<file path="src/rtl/ram_access_ctrl_pkg.sv">
// Shared encodings for the RAM access sequencer: opcodes, FSM states,
// latched command and control-word bundles.
package ram_access_ctrl_pkg;

    typedef enum logic [1:0] {
        OP_ALU_R = 2'b00,
        OP_ALU_I = 2'b01,
        OP_LOAD  = 2'b10,
        OP_STORE = 2'b11
    } op_t;

    typedef enum logic [2:0] {
        S_IDLE,
        S_EXEC,
        S_ADDR,
        S_MEM,
        S_DONE
    } state_t;

    localparam logic [4:0] FS_ADD_DEF = 5'b01000;

    typedef struct packed {
        op_t         op;
        logic [4:0]  fs;
        logic [4:0]  rd;
        logic [4:0]  rn;
        logic [4:0]  rm;
        logic [63:0] imm;
    } cmd_t;

    typedef struct packed {
        logic        w;
        logic        en_b;
        logic        en_alu;
        logic        en_addr;
        logic        k_sel;
        logic        we;
        logic        oe;
        logic [4:0]  sa;
        logic [4:0]  sb;
        logic [4:0]  da;
        logic [4:0]  fs;
        logic [63:0] k;
    } ctl_t;

    function automatic logic is_mem(op_t o);
        return o[1];
    endfunction

endpackage

</file>
<file path="src/rtl/ram_access_ctrl.sv">
// Multi-cycle sequencer producing the RAM datapath control word.
// Outputs are registered from the next state and the latched command.
module ram_access_ctrl
    import ram_access_ctrl_pkg::*;
#(
    parameter int         WAIT_CYCLES = 1,
    parameter logic [4:0] FS_ADD      = FS_ADD_DEF
) (
    input  logic        clk,
    input  logic        rst,
    input  logic        start,
    input  logic [1:0]  op,
    input  logic [4:0]  fs_in,
    input  logic [4:0]  rd,
    input  logic [4:0]  rn,
    input  logic [4:0]  rm,
    input  logic [63:0] imm,
    output logic        busy,
    output logic        done,
    output logic        W,
    output logic        EN_B,
    output logic        EN_ALU,
    output logic        EN_ADDR,
    output logic        K_SEL,
    output logic        WE,
    output logic        OE,
    output logic        PC_SEL,
    output logic        C0,
    output logic [4:0]  SA,
    output logic [4:0]  SB,
    output logic [4:0]  DA,
    output logic [4:0]  FS,
    output logic [63:0] K
);

    localparam int CW = (WAIT_CYCLES > 1) ? $clog2(WAIT_CYCLES) : 1;

    state_t        state, nxt;
    logic [CW-1:0] cnt, cnt_nxt;
    cmd_t          cmd, cmd_nxt;
    ctl_t          ctl, ctl_nxt;

    always_comb begin
        nxt     = state;
        cnt_nxt = cnt;
        cmd_nxt = cmd;
        unique case (state)
            S_IDLE: begin
                if (start) begin
                    cmd_nxt.op  = op_t'(op);
                    cmd_nxt.fs  = fs_in;
                    cmd_nxt.rd  = rd;
                    cmd_nxt.rn  = rn;
                    cmd_nxt.rm  = rm;
                    cmd_nxt.imm = imm;
                    nxt = is_mem(op_t'(op)) ? S_ADDR : S_EXEC;
                end
            end
            S_EXEC: nxt = S_DONE;
            S_ADDR: begin
                nxt     = S_MEM;
                cnt_nxt = CW'(WAIT_CYCLES - 1);
            end
            S_MEM: begin
                if (cnt == '0) nxt = S_DONE;
                else           cnt_nxt = cnt - 1'b1;
            end
            S_DONE: nxt = S_IDLE;
            default: nxt = S_IDLE;
        endcase
    end

    // Control word for the state being entered, so it can be registered.
    always_comb begin
        ctl_nxt = '0;
        unique case (nxt)
            S_EXEC: begin
                ctl_nxt.sa     = cmd_nxt.rn;
                ctl_nxt.sb     = cmd_nxt.rm;
                ctl_nxt.fs     = cmd_nxt.fs;
                ctl_nxt.k      = cmd_nxt.imm;
                ctl_nxt.k_sel  = (cmd_nxt.op == OP_ALU_I);
                ctl_nxt.en_alu = 1'b1;
                ctl_nxt.w      = 1'b1;
                ctl_nxt.da     = cmd_nxt.rd;
            end
            S_ADDR, S_MEM: begin
                ctl_nxt.sa      = cmd_nxt.rn;
                ctl_nxt.k       = cmd_nxt.imm;
                ctl_nxt.k_sel   = 1'b1;
                ctl_nxt.fs      = FS_ADD;
                ctl_nxt.en_addr = 1'b1;
                if (nxt == S_MEM) begin
                    if (cmd_nxt.op == OP_STORE) begin
                        ctl_nxt.sb   = cmd_nxt.rm;
                        ctl_nxt.en_b = 1'b1;
                        ctl_nxt.we   = 1'b1;
                    end else begin
                        ctl_nxt.oe = 1'b1;
                        // RAM data is only valid on the bus in the last cycle
                        if (cnt_nxt == '0) begin
                            ctl_nxt.w  = 1'b1;
                            ctl_nxt.da = cmd_nxt.rd;
                        end
                    end
                end
            end
            default: ctl_nxt = '0;
        endcase
    end

    always_ff @(posedge clk) begin
        if (!rst) begin
            state <= S_IDLE;
            cnt   <= '0;
            cmd   <= '0;
            ctl   <= '0;
            busy  <= 1'b0;
            done  <= 1'b0;
        end else begin
            state <= nxt;
            cnt   <= cnt_nxt;
            cmd   <= cmd_nxt;
            ctl   <= ctl_nxt;
            busy  <= (nxt != S_IDLE);
            done  <= (nxt == S_DONE);
        end
    end

    assign W       = ctl.w;
    assign EN_B    = ctl.en_b;
    assign EN_ALU  = ctl.en_alu;
    assign EN_ADDR = ctl.en_addr;
    assign K_SEL   = ctl.k_sel;
    assign WE      = ctl.we;
    assign OE      = ctl.oe;
    assign SA      = ctl.sa;
    assign SB      = ctl.sb;
    assign DA      = ctl.da;
    assign FS      = ctl.fs;
    assign K       = ctl.k;
    assign PC_SEL  = 1'b0;
    assign C0      = 1'b0;

endmodule

</file>
<file path="config.mk">
export PLATFORM = sky130hd
export DESIGN_NAME = ram_access_ctrl
export DESIGN_NICKNAME = d
export VERILOG_FILES = /design/src/rtl/ram_access_ctrl_pkg.sv /design/src/rtl/ram_access_ctrl.sv
export SDC_FILE = /design/constraint.sdc
export NUM_CORES = 1
export LEC_CHECK = 0
export ABC_AREA = 1
export BUFFER_PORTS_ARGS = -buffer_cell sky130_fd_sc_hd__buf_2
export CAP_MARGIN = 30
export CORE_MARGIN = 4
export CORE_UTILIZATION = 40
export CTS_CLUSTER_SIZE = 8
export DETAILED_ROUTE_END_ITERATION = 8
export GPL_TIMING_DRIVEN = 0
export HOLD_SLACK_MARGIN = 0.1
export SLEW_MARGIN = 10
export SYNTH_ARGS = -nofsm -noshare
export SYNTH_HDL_FRONTEND = slang
export SYNTH_SLANG_ARGS = --single-unit
</file>
<file path="constraint.sdc">
create_clock -name clk -period 3.6 [get_ports clk]
set_clock_uncertainty 0.15 [all_clocks]
set_input_delay 0.36 -clock clk [delete_from_list [all_inputs] [get_ports clk]]
set_output_delay 0.36 -clock clk [all_outputs]
set_load 0.1 [all_outputs]
</file>
==> qor.csv <==
metric,value,unit
H-tree levels,4,
share of layout cells above drive strength 1,34.3,%
area share of fa/ha/maj cells after synthesis,0,%
CP Depth,2,
total clock sinks,182,
global route overflow,0,
worst-margin pin slew,548,ps
routability cong.,0.806,
CP Max Fanout,2,
Power Dens Cells,691,mW/mm^2
sequential-to-total area share from yosys stat,59.7,%
Inserted Clock Buffers,17,
worst path buffer plus inverter count,2,
drt drc,0,
drt pass-1 iters,4,
Peak VDD IR,0.379,mV
Rows,44,
Critical Path Slowest Stage Cell,buf_2,
Fillers,1298,
residual antenna-violating net count after detailed routing,0,
Synth Area in XOR/XNOR,0,%
clock root cell,clkbuf_16,
Longest Clk Path Bufs,2,
# placed instances,997,
Initial Utilization,41.4,%
Final nets,1005,
FF-to-FF Start,state[2],
main combinational cell family by area after synthesis,simple AND/OR/NAND/NOR gates,
WP data arrival,1240,ps
compound-cell area share of the yosys netlist,8.45,%
Max Cap Viol,0,
Hold Fails Final Rpt,0,
Finished Layout Cells,1113,
mean cell area of the mapped netlist,9.66,sq um
global-route wire length before repair,25000,um
WS Path Type,flop to primary output,
Startpoint Class,flop,
Crit. Startpoint,WE,
Hold Path Depth,4,
Netlist Area Pre-Place,0.00610,sq mm
number of antenna diodes,0,
FF-to-FF End,busy,
cts repair resizes,0,
port bufs,180,
Die ar.,0.0173,sq mm
Die W,132,um
Critical Path Max Stage Delay,410,ps
Setup crit end,WE,
Mapped Cells,632,
Routed WL,14900,um
LEAKAGE,4.14,nW
register bit total from synthesis,182,
post-CTS setup buffers,0,
setup tns final,0,ps
pin count of the biggest net entering global routing,17,
Achievable Freq,0.571,GHz
number of setup violations in the final report,0,
mux share of post-synthesis cell area,0,%
core region area,0.0148,sq mm
DRT iter0 DRCs,207,
initial antenna violation count,0,
status,finished clean,
Die Ht,132,um
Post-DP HPWL,10300,um
clk_lat worst skew,420,ps
vias per cell,4.56,
WL/cell,13.4,um
vias in the first global route,5115,
share of the synthesized area in the top cell type,59.7,%
hold path start,op[1],
R2R setup slack,1890,ps
RSZ-0062 raised after global routing,false,
post-synthesis simple-gate area fraction,24.7,%
largest area contributor in the netlist,dfxtp_1,
WP data required,3090,ps
vias,5077,
Hold Crit Class,primary input to flop,
"Reg clk slew, reported paths",60,ps
CTS tree,done,
Area Overhead vs Synth,41.5,%
Worst slew margin,63.5,%
Yosys cell types,22,
Worst Reg-to-Reg Cells,8,
Final min period,1750,ps
Critical Path Sink Type,primary output,
Ports,184,
Tot GR Track Use,17.5,%
period utilisation layout,48.6,%
Slew Limit Fails,0,
CP top delay family,buffers and inverters,
Synth area leaders,"dfxtp_1 (60%), nor3_2 (11%), nor2_1 (9.3%), o21ai_1 (4.9%), buf_6 (2.6%)",
YS warnings,0,
CP Cell Sequence,buf_4 -> buf_2,
-- synth_stat cells, drive strengths merged --
master	number
dfxtp	182
nor2	154
o21ai	74
nor3	73
inv	40
nand2	36
buf	28
a21oi	14
clkbuf	11
o211ai	10
nand3	5
or2	4
conb	1
-- area by class of cell --
| class | instances | area (sq um) | share of cell area, % |
|---|---|---|---|
| flip-flops and latches | 182 | 3640 | 42.2 |
| plain buffers | 39 | 280 | 3.25 |
| multi-input cells | 372 | 2030 | 23.5 |
| repair buffers | 264 | 1740 | 20.2 |
| clock inverters | 7 | 71.3 | 0.826 |
| well taps | 184 | 230 | 2.67 |
| inverters | 40 | 150 | 1.74 |
| clock buffers | 25 | 485 | 5.62 |
-- metrics by stage --
stage	total power [mW]	cell area, sq um	hold WS, ps	setup WS (ps)	util, %
CTS	6.02	8630	103	1830	58.5
global placement	4.19	7240	287	1850	49.1
global route	6.24	8630	136	1770	58.5
detailed placement	4.21	7240	304	1840	49.1
floorplan	3.87	6110	280	1730	-
finish	5.96	8630	119	1850	58.5
-- cell families after synthesis --
logic type             count (synthesis)
and+or+nand+nor                      272
DFF                                  182
AOI/OAI and AO/OA                     98
buffers and inverters                 79
other                                  1
-- power breakdown --
group / total (mW) / switching (mW) / internal [mW]
combinational: 1.89 / 1.47 / 0.423
sequential: 2.34 / 0.0665 / 2.27
clock: 1.74 / 0.728 / 1.01
total: 5.96 / 2.26 / 3.70
-- layer usage --
layer	global-route usage [%]	wire length (um)	up-vias
met5	0	0	-
met2	28.8	6960	141
met1	21.7	6630	2311
met3	5.81	1020	20
met4	6.07	258	0
li1	-	-	2605
-- worst min path at each step --
stage	slack, ps	end
finish	120	K_SEL
global route	140	K_SEL
CTS	100	K_SEL
detailed placement	300	cnt
global placement	290	cnt
floorplan	280	cnt
-- placed cells by master (no fill, tap or decap), types with 3 or more instances in the layout --
cell type	netlist	final
a21oi_1	14	14
buf_2	10	190
buf_4	4	4
buf_6	14	14
clkbuf_1	10	15
clkbuf_16	0	17
clkbuf_8	0	3
clkinvlp_4	0	3
dfxtp_1	182	182
dlygate4sd3_1	0	84
inv_1	36	36
inv_2	4	4
nand2_1	33	33
nand3_1	5	5
nor2_1	151	151
nor2_4	3	3
nor3_1	4	4
nor3_2	69	69
o211ai_1	10	10
o21ai_0	14	14
o21ai_1	60	60
or2_2	4	4
-- tightest hold or removal path, stage by stage --
cell and delay [ps]:
buf_2 120, nor2_4 60, nand2_1 60, nand2_1 40
-- sequential cells by signal (all words and copies together) (netlist names), 3 cells and up --
| signal | cells |
|---|---|
| DA | 5 |
| cmd | 86 |
| SB | 5 |
| K | 64 |
| state | 3 |
| FS | 5 |
| SA | 5 |
-- timing repair --
action / CTS / global route
endpoints found under the hold margin: 91 / 0
endpoints found under the setup margin: 0 / 0
hold buffers: 84 / 0
Power figures use the tool's default switching activity.
